File: src/rtl/sbox_share_sched.sv
// Shares LANES AES S-boxes between the round datapath (ST, 128-bit SubBytes) and key
// expansion (KY, 32-bit SubWord) with round-robin arbitration and an in-place result buffer.
module sbox_share_sched #(
    parameter int unsigned LANES = 4
) (
    input  logic         clk,
    input  logic         rst_n,
    input  logic         st_in_valid,
    output logic         st_in_ready,
    input  logic [127:0] st_in_data,
    output logic         st_out_valid,
    input  logic         st_out_ready,
    output logic [127:0] st_out_data,
    input  logic         ky_in_valid,
    output logic         ky_in_ready,
    input  logic [31:0]  ky_in_data,
    output logic         ky_out_valid,
    input  logic         ky_out_ready,
    output logic [31:0]  ky_out_data,
    output logic         busy
);

    if (!(LANES == 1 || LANES == 2 || LANES == 4 || LANES == 8 || LANES == 16)) begin : g_bad_lanes
        $error("sbox_share_sched: LANES must be 1, 2, 4, 8 or 16");
    end

    localparam int unsigned ST_PASSES = 16 / LANES;
    localparam int unsigned KY_PASSES = (LANES >= 4) ? 1 : 4 / LANES;
    localparam int unsigned CNT_W     = (ST_PASSES > 1) ? $clog2(ST_PASSES) : 1;
    localparam logic [CNT_W-1:0] ST_LAST = CNT_W'(ST_PASSES - 1);
    localparam logic [CNT_W-1:0] KY_LAST = CNT_W'(KY_PASSES - 1);

    // AES forward S-box, entry 0 in the most significant byte.
    localparam logic [2047:0] SBOX_TABLE = {
        128'h637c777bf26b6fc53001672bfed7ab76,
        128'hca82c97dfa5947f0add4a2af9ca472c0,
        128'hb7fd9326363ff7cc34a5e5f171d83115,
        128'h04c723c31896059a071280e2eb27b275,
        128'h09832c1a1b6e5aa0523bd6b329e32f84,
        128'h53d100ed20fcb15b6acbbe394a4c58cf,
        128'hd0efaafb434d338545f9027f503c9fa8,
        128'h51a3408f929d38f5bcb6da2110fff3d2,
        128'hcd0c13ec5f974417c4a77e3d645d1973,
        128'h60814fdc222a908846eeb814de5e0bdb,
        128'he0323a0a4906245cc2d3ac629195e479,
        128'he7c8376d8dd54ea96c56f4ea657aae08,
        128'hba78252e1ca6b4c6e8dd741f4bbd8b8a,
        128'h703eb5664803f60e613557b986c11d9e,
        128'he1f8981169d98e949b1e87e9ce5528df,
        128'h8ca1890dbfe6426841992d0fb054bb16
    };

    function automatic logic [7:0] sbox_lut(input logic [7:0] x);
        return SBOX_TABLE[{8'hff - x, 3'b000} +: 8];
    endfunction

    typedef enum logic [2:0] {
        StIdle,
        StStRun,
        StKyRun,
        StStDone,
        StKyDone
    } state_e;

    state_e             state_q;
    logic [CNT_W-1:0]   cnt_q;
    logic [127:0]       buf_q;
    logic               last_ky_q;
    logic               st_out_valid_q;
    logic               ky_out_valid_q;

    logic               idle;
    logic               ky_grant;
    logic               st_grant;
    logic [3:0]         base;
    logic [7:0]         lane_in  [LANES];
    logic [7:0]         lane_out [LANES];
    logic [LANES-1:0]   lane_en;
    logic [127:0]       run_buf;

    // Round robin: KY wins a tie unless it was the last one served.
    assign idle     = (state_q == StIdle);
    assign ky_grant = idle && ky_in_valid && (!st_in_valid || !last_ky_q);
    assign st_grant = idle && st_in_valid && !ky_grant;

    assign ky_in_ready = rst_n && ky_grant;
    assign st_in_ready = rst_n && st_grant;

    assign base = 4'(LANES * int'(cnt_q));

    for (genvar l = 0; l < LANES; l++) begin : g_lane
        assign lane_in[l]  = buf_q[{base + 4'(l), 3'b000} +: 8];
        assign lane_out[l] = sbox_lut(lane_in[l]);
        // A KY word only spans bytes 0..3, so wider banks leave the upper lanes idle.
        if (l < 4) begin : g_word_lane
            assign lane_en[l] = 1'b1;
        end else begin : g_state_lane
            assign lane_en[l] = (state_q == StStRun);
        end
    end

    always_comb begin
        run_buf = buf_q;
        for (int l = 0; l < LANES; l++) begin
            if (lane_en[l]) begin
                run_buf[{base + 4'(l), 3'b000} +: 8] = lane_out[l];
            end
        end
    end

    always_ff @(posedge clk) begin
        if (!rst_n) begin
            state_q        <= StIdle;
            cnt_q          <= '0;
            buf_q          <= '0;
            last_ky_q      <= 1'b0;
            st_out_valid_q <= 1'b0;
            ky_out_valid_q <= 1'b0;
        end else begin
            unique case (state_q)
                StIdle: begin
                    if (ky_grant) begin
                        buf_q     <= {96'b0, ky_in_data};
                        cnt_q     <= '0;
                        last_ky_q <= 1'b1;
                        state_q   <= StKyRun;
                    end else if (st_grant) begin
                        buf_q     <= st_in_data;
                        cnt_q     <= '0;
                        last_ky_q <= 1'b0;
                        state_q   <= StStRun;
                    end
                end
                StStRun: begin
                    buf_q <= run_buf;
                    if (cnt_q == ST_LAST) begin
                        state_q        <= StStDone;
                        st_out_valid_q <= 1'b1;
                    end else begin
                        cnt_q <= cnt_q + CNT_W'(1);
                    end
                end
                StKyRun: begin
                    buf_q <= run_buf;
                    if (cnt_q == KY_LAST) begin
                        state_q        <= StKyDone;
                        ky_out_valid_q <= 1'b1;
                    end else begin
                        cnt_q <= cnt_q + CNT_W'(1);
                    end
                end
                StStDone: begin
                    if (st_out_ready) begin
                        state_q        <= StIdle;
                        st_out_valid_q <= 1'b0;
                    end
                end
                StKyDone: begin
                    if (ky_out_ready) begin
                        state_q        <= StIdle;
                        ky_out_valid_q <= 1'b0;
                    end
                end
                default: begin
                    state_q        <= StIdle;
                    st_out_valid_q <= 1'b0;
                    ky_out_valid_q <= 1'b0;
                end
            endcase
        end
    end

    assign st_out_valid = st_out_valid_q;
    assign ky_out_valid = ky_out_valid_q;
    assign st_out_data  = st_out_valid_q ? buf_q : '0;
    assign ky_out_data  = ky_out_valid_q ? buf_q[31:0] : '0;
    assign busy         = (state_q != StIdle);

endmodule

File: config.mk
export PLATFORM = sky130hd
export DESIGN_NAME = sbox_share_sched
export DESIGN_NICKNAME = d
export VERILOG_FILES = /design/src/rtl/sbox_share_sched.sv
export SDC_FILE = /design/constraint.sdc
export NUM_CORES = 1
export LEC_CHECK = 0
export ABC_AREA = 1
export CAP_MARGIN = 20
export CORE_MARGIN = 2
export CORE_UTILIZATION = 30
export DETAILED_ROUTE_END_ITERATION = 12
export PLACE_DENSITY = 0.56
export SETUP_SLACK_MARGIN = 0.15
export SYNTH_ARGS = -nofsm -noshare
export SYNTH_HDL_FRONTEND = slang
export SYNTH_SLANG_ARGS = --single-unit
File: constraint.sdc
create_clock -name clk -period 3.97 [get_ports clk]
set_clock_uncertainty 0.1 [all_clocks]
set_input_delay 0.794 -clock clk [delete_from_list [all_inputs] [get_ports clk]]
set_output_delay 0.794 -clock clk [all_outputs]
set_load 0.005 [all_outputs]
Word-level counts from Yosys, hierarchy flattened
Cells that the tools add are included.
W data, S select, Z words.
- register bits: 136
- bits of input ports: 166
- logic and storage cells: 102
- output and inout port bits: 165
- reductions and logical operators: 25
- shift operators: 16
- $add $sub $neg: 12
- muxes and demuxes: 29
- eq/ne operators: 12
- bitwise logic cells: 2
- operators with widths (cell ; number):
    $shiftx A2048 B12 Y8 const A ; 4
    $bwmux W128 ; 4
    $shift A8 B9 Y128 const A ; 4
    $shiftx A128 B8 Y8 ; 4
    $shiftx A8 B9 Y128 ; 4
    $mux W128 ; 3
    $pmux W128 S2 ; 1
    $neg A7 Y9 ; 4
    $mux W32 ; 1
    $sub A8 B8 Y8 const A ; 4
    $mux W3 ; 6
    $pmux W3 S5 ; 1
    $ne A2 B2 Y1 const B ; 6
    $add A4 B2 Y4 const B ; 2
    $mux W2 ; 4
    $eq A3 B2 Y1 const B ; 2
    $logic_and A1 B1 Y1 ; 6
    $mux W1 ; 6
    $pmux W1 S3 ; 2
    $pmux W2 S3 ; 1
    $reduce_and A3 Y1 ; 2
    $reduce_bool A3 Y1 ; 2
    $reduce_or A3 Y1 ; 2
    $reduce_and A5 Y1 ; 1
    15 further kinds ; 20

Longest topological paths before layout
Gate-level depths: netlist of the first run.
- depth after elaboration: 9
- gate-level depth with buffers: 23
- gate-level depth less buffers: 20

Worst setup path before layout of the first run
Ideal clock, no wire load.
- path type: register -> register
- from: register cnt_q[0]
- to: register buf_q[21]
- library setup time: 70 ps
- buffers on the path: 6
- period minus slack after synthesis: 2823 ps
- stages on the path, launching flop included: 13
- slack: 1147 ps
- arrival: 2653 ps
- data required time: 3800 ps
- path through: dfxtp_1 buf_6 inv_6 buf_8 buf_6 buf_6 clkbuf_1 ha_1 clkinv_1 nor3_1 clkbuf_1 nand3_1 a21oi_1
- longest elaborated chain between the ends: 9
- elaborated cells between the ends (all ways): 32
- those cells by class: add/sub (11); shift (16); mux (5)
- ends and longest elaborated chain (what ; RTL line ; RTL):
    from (decl) ; 66 ; logic [CNT_W-1:0] cnt_q;
    from (signal assigned) ; 140 ; cnt_q <= cnt_q + CNT_W'(1);
    from (signal assigned) ; 149 ; cnt_q <= cnt_q + CNT_W'(1);
    $add A4 B1 Y4 or $shiftx A128 B8 Y8 (tied branches) ; 92, 106 ;
    $shiftx A128 B8 Y8 or $sub A8 B8 Y8 (tied branches) ; 92, 54 ;
    $sub A8 B8 Y8 or $shiftx A2048 B12 Y8 (tied branches) ; 54 ; return SBOX_TABLE[{8'hff - x, 3'b000} +: 8];
    $shiftx A2048 B12 Y8 or $shiftx A8 B9 Y128 (tied branches) ; 54, 106 ;
    $shiftx A8 B9 Y128 or $bwmux W128 (tied branches) ; 106 ; run_buf[{base + 4'(l), 3'b000} +: 8] = lane_out[l];
    $bwmux W128 (2 in series) ; 106 ;
    $bwmux W128 * ; 106 ;
    $pmux W128 S2 * ; 120 ; unique case (state_q)
    to (signal assigned) ; 123 ; buf_q <= {96'b0, ky_in_data};
    to (signal assigned) ; 128 ; buf_q <= st_in_data;
    to (signal assigned) ; 135 ; buf_q <= run_buf;
    to (decl) ; 67 ; logic [127:0] buf_q;
Every way passes the cells marked *; elsewhere a longest branch is shown, timed or not.
A chain may end at the register's enable or synchronous reset.

Worst setup path in the final report of the first run
- from: register cnt_q[0]
- to: register buf_q[33]
Same word-level chain as after synthesis.

==> results of run 1 <==
==> registers in the layout (all words and copies together), names as in the netlist <==
signal	flops
last_ky_q	1
cnt_q	2
buf_q	128
st_out_valid	1
ky_out_valid	1
state_q	3
==> per-layer routing <==
| layer | vias to the layer above | wire [um] |
|---|---|---|
| met5 | - | 13 |
| met4 | 2 | 9140 |
| met3 | 453 | 12800 |
| met2 | 2134 | 55200 |
| met1 | 13600 | 50400 |
| li1 | 13500 | - |
==> metrics by stage <==
step,cell area [um^2],hold WS [ps]
finish,25700,409
global route,25700,447
CTS,25600,416
detailed placement,25000,401
global placement,25000,400
floorplan,20500,372
==> cells in the mapped netlist, drive strengths merged (5+ instances only) <==
cell type,count,area (um^2)
nand4,75,469
or2,23,144
dfxtp,136,2720
nor2,232,962
o21a,8,60.1
a31oi,21,131
nand2,1202,4620
a32oi,6,124
o22ai,5,31.3
o21ai,275,1380
buf,174,1040
clkbuf,96,360
nor3,17,95.1
nand3,800,4030
o211ai,57,433
ha,54,676
inv,354,1340
nand3b,8,60.1
a21oi,332,1680
==> worst max-delay path: cells and delay by family (launching register included) <==
family / cells / cell delay (ps)
AO/OA/AOI/OAI: 1 / 160
flip-flops: 1 / 430
buffers and inverters: 4 / 730
AND/OR/NAND/NOR: 12 / 2150
==> worst min path at each step <==
stage | start | end | cells past startpoint
global route | last_ky_q | last_ky_q | 2
finish | last_ky_q | last_ky_q | 2
global placement | last_ky_q | last_ky_q | 2
detailed placement | last_ky_q | last_ky_q | 2
floorplan | last_ky_q | last_ky_q | 2
CTS | last_ky_q | last_ky_q | 2
==> final cells by class <==
cell class	count	area (um^2)
Clock buffer	17	425
Inverter	357	1350
Antenna cell	3	7.51
Timing Repair Buffer	494	4790
Tap cell	873	1090
Fill cell	7624	41700
Sequential cell	136	2730
Clock inverter	15	159
Multi-Input combinational cell	3133	15100
==> cell families after synthesis <==
family,Yosys count
compound gates,714
fa+ha+maj,54
buf+inv,627
flops,136
simple gates,2365
==> timing repair <==
action                                  4_1_cts  5_1_grt
endpoints found under the setup margin        0       18
setup buffers                                 0        2
resized for setup                             0        4
==> reports/results.tsv, run 1 <==
metric	value	unit
largest family of logic cells by synthesized area	simple AND/OR/NAND/NOR gates	
CTS tree	done	
slowest CP cell	dfxtp_4	
DR DRC count	0	
Required @ worst endpoint	4250	ps
CTS clock-pin slew for the worst setup and hold paths	70	ps
Worst-Skew Late Latency	460	ps
Synth Area per Inst	5.26	um^2
critical path startpoint	cnt_q[0]	
maxcap violations	0	
r2r startpoint	cnt_q[0]	
Non-Filler Instances	5028	
mux share of post-synthesis cell area	0	
most used routing layer	met2	
Routed Wire Length	128000	um
post-synthesis sequential area ratio	0.133	
Finished Core Util	0.381	
Post-synth EDFFs	0	
die width	265	um
Ports	331	
crit start category	flop	
initial antenna violation count	4	
cell count after synthesis	3896	
setup TNS	0	ps
Synth Area in Compound Gates	0.191	
RSZ-0062 raised after global routing	false	
min cycle time layout	3640	ps
Critical Path Sink	buf_q[33]	
critical path class	flop to flop	
initial drt markers	4441	
adder-cell share of the synthesized area	0.0329	
worst rel slew slack	0.274	
Distinct cells, synth	54	
Post-Syn Nets	4116	
most frequent cells in the layout	nand2_1 (1163), nand3_1 (793), clkdlybuf4s50_1 (329)	
met1 GRT Util	0.447	
asr flop ratio synth	0	
total grt overflow	0	
worst-path maximum fanout	38	
GR Layer Usage met3	0.0642	
TritonCTS Buffers	17	
total number of yosys warnings	0	
Die Ht	265	um
outcome	finished, final reports clean	
Syn-to-layout area delta	25.2	%
Setup crit end kind	flop	
Buffers on Ports	330	
layout cells sized above 1	0.0788	
vias per cell	5.90	
met2 usage	0.538	
DP Wirelength	96700	um
final hold viol count	0	
hold buffers post-CTS	0	
Global Route Usage Sum	0.348	
die area	70500	um^2
Final Setup Violations	0	
Synth Area in Simple Gates	0.509	
Antenna Nets Post-Route	0	
CTS max path bufs	2	
Initial DRT Pass Iterations	7	
Arrival @ worst endpoint	3920	ps
clock root cell	clkbuf_16	
routed via count	29700	
fin. max-slew vios	0	
RR Endpoint	buf_q[33]	
Core Region	67400	um^2
wire per inst	25.4	um
Post-Synth XOR/XNOR Area	0	
first-pass GRT wire length	186000	um
dpl ws	369	ps
post-placement cell count	4991	
setup ws final	327	ps
max incr delay on CP	430	ps
Initial Util	0.304	
Max Freq	274	MHz
Post-Synthesis Cell Area	20500	um^2
FF-to-FF path depth	17	
crit-path cells	buf_12, buf_4, nand2_1, nand3_2, nand2_2, buf_12, nand2_2, nand3_1, nand2_1, inv_1, nand2_1, nand3_1, nand3_1, nand3_1, nand2_1, nand4_1, a21oi_1	
vias in the first global route	28000	
H-tree levels	4	
Reg2Reg Setup Slack	330	ps
Sink Count	136	
most common cell after layout, fill and taps aside	nand2_1	
Yosys reg bits	136	
Net count, final	4359	
fin crit share	0.918	
prevailing post-synth register cell	dfxtp_1	
Hold WC Path Type	flop to flop	
Worst-Margin Slew	1090	ps
FP Rows	95	
final RePlAce weighted congestion	1.09	
largest net degree at the start of global routing	97	
Power of run 1 is left out: the tool's default activity adds up to more than one toggle a clock period on the data nets, which glitch-free logic cannot reach.
==> run 2: changes to the inputs <==
CORE_ASPECT_RATIO = 0.7   (was default)
==> run 2 against run 1 <==
  * Worst setup slack better by 28 ps
  * First-iteration DRC count is 4.9% higher
  * Via count is 1.4% higher
  * Global-route usage is 1.7 points higher
  * Critical path depth is 2 lower
  * Die area hardly changed
  * Critical endpoint is now buf_q[99]
  * Largest cell class unchanged
  * Highest routed layer unchanged
==> reports/results.tsv, run 2 (synthesis gave the netlist of run 1 again) <==
metric	value	unit	change
outcome	finished, final reports clean		unchanged
CTS max path bufs	2		unchanged
Antenna Nets Post-Route	0		unchanged
fin crit share	0.911		was 0.918
DR DRC count	0		unchanged
Filler cells	7753		was 7624
Max Freq	277	MHz	was 274 MHz
Syn-to-layout area delta	26.9	%	was 25.2%
clock root cell	clkbuf_16		unchanged
FP Rows	80		was 95
FF-to-FF path depth	15		was 17
register name with the most flops	buf_q		unchanged
initial drt markers	4660		was 4441
most common cell after layout, fill and taps aside	nand2_1		unchanged
biggest regs	buf_q: 128 flops, state_q: 3 flops, cnt_q: 2 flops		unchanged
number of flip-flops under the largest register name	128		unchanged
first-pass GRT wire length	192000	um	was 186000 um
r2r startpoint	cnt_q[0]		unchanged
Sink Count	136		unchanged
initial antenna violation count	2		was 4
die area	70500	um^2	about the same
Initial DRT Pass Iterations	7		unchanged
Net count, final	4402		was 4359
die width	316	um	was 265 um
Worst Hold Launch	state_q[1]		was last_ky_q
setup TNS	0	ps	unchanged
final hold viol count	0		unchanged
crit start category	flop		unchanged
DP Wirelength	102000	um	was 96700 um
hold path cells	2		unchanged
Ports	331		unchanged
vias in the first global route	27300		was 28000
Buffers on Ports	330		unchanged
Post-CTS Repair Setup Buffers	0		unchanged
most frequent cells in the layout	nand2_1 (1165), nand3_1 (794), clkdlybuf4s50_1 (329)		was nand2_1 (1163), nand3_1 (793), clkdlybuf4s50_1 (329)
PostCTS Resize Cnt	0		unchanged
largest net degree at the start of global routing	70		was 97
layout cells sized above 1	0.0877		was 0.0788
Routed Wire Length	133000	um	was 128000 um
Initial Util	0.302		was 0.304
critical path class	flop to flop		unchanged
Final Setup Violations	0		unchanged
routed via count	30100		was 29700
CTS clock-pin slew for the worst setup and hold paths	70	ps	about the same
H-tree levels	4		unchanged
CTS tree	done		unchanged
Global Route Usage Sum	0.365		was 0.348
hold buffers post-CTS	0		unchanged
fin. max-slew vios	0		unchanged
Reg2Reg Setup Slack	350	ps	was 330 ps
maxcap violations	0		unchanged
Required @ worst endpoint	4270	ps	was 4250 ps
Hold WC Path Type	flop to flop		unchanged
RR Endpoint	buf_q[99]		was buf_q[33]
vias per cell	5.90		about the same
TritonCTS Buffers	17		unchanged
Worst-Margin Slew	959	ps	was 1090 ps
Setup crit end kind	flop		unchanged
Arrival @ worst endpoint	3920	ps	about the same
worst-path maximum fanout	48		was 38
Core Region	67900	um^2	was 67400 um^2
min cycle time layout	3620	ps	was 3640 ps
total grt overflow	0		unchanged
worst rel slew slack	0.354		was 0.274
Hold Path End	state_q[1]		was last_ky_q
wire per inst	26.2	um	was 25.4 um
Die Ht	223	um	was 265 um
Finished Core Util	0.383		was 0.381
RSZ-0062 raised after global routing	false		unchanged
Worst-Skew Late Latency	480	ps	was 460 ps
final RePlAce weighted congestion	1.06		was 1.09
run 2: changes by cell type in the layout (fill, tap and decap cells not counted), sizes merged:
| cell | previous run | this run |
|---|---|---|
| inv | 362 | 359 |
| clkbuf | 17 | 19 |
| diode | 3 | 1 |
| clkinv | 7 | 5 |
| buf | 165 | 208 |
| clkinvlp | 2 | 5 |
run 2: final cells by class:
class / instances / area (um^2) / share of cell area
Multi-Input combinational cell: 3133 / 15100 / 0.581
Timing Repair Buffer: 537 / 5130 / 0.197
Sequential cell: 136 / 2730 / 0.105
Inverter: 357 / 1350 / 0.0518
Tap cell: 902 / 1130 / 0.0434
Clock buffer: 19 / 443 / 0.0170
Clock inverter: 13 / 120 / 0.00462
Antenna cell: 1 / 2.50 / 0.0000962
run 2: how the worst max path moves through the flow:
stage | start | endpoint | slack (ps) | cells past startpoint
after CTS | cnt_q[0] | buf_q[96] | 500 | 19
final | cnt_q[0] | buf_q[99] | 350 | 15
after global routing | cnt_q[0] | buf_q[97] | 180 | 18
after floorplan | cnt_q[0] | buf_q[21] | 1150 | 12
after global placement | cnt_q[0] | buf_q[109] | 460 | 18
after detailed placement | st_in_valid | buf_q[22] | 490 | 12
run 2: layer usage:
layer	vias up	part of all wire	track usage
met5	-	0.000082	0
met4	2	0.027	0.0945
met3	235	0.14	0.120
met2	2110	0.39	0.494
met1	14200	0.44	0.543
li1	13600	-	-
run 2: critical path, cell delays in order, from the launching register on:
cell and delay, ps:
dfxtp_4 370, inv_6 360, nand2_1 140, nand3_1 120, nand2_2 110, ha_1 430, nand3_1 480, nand3_1 300
nand4_1 160, nand3_1 120, nand2_1 70, nand2_1 60, nand3_1 130, nand2_1 320, nand4_1 140, a21oi_1 140
run 2: stage by stage:
step	cells	setup WS (ps)	hold slack [ps]	cell area [um^2]
after detailed placement	5065	489	421	25500
final	5098	355	447	26000
after global routing	5097	178	481	26000
after global placement	5065	457	428	25500
after CTS	5097	500	438	26000
after floorplan	3896	1150	372	20500
Power of run 2 is left out for the same reason.
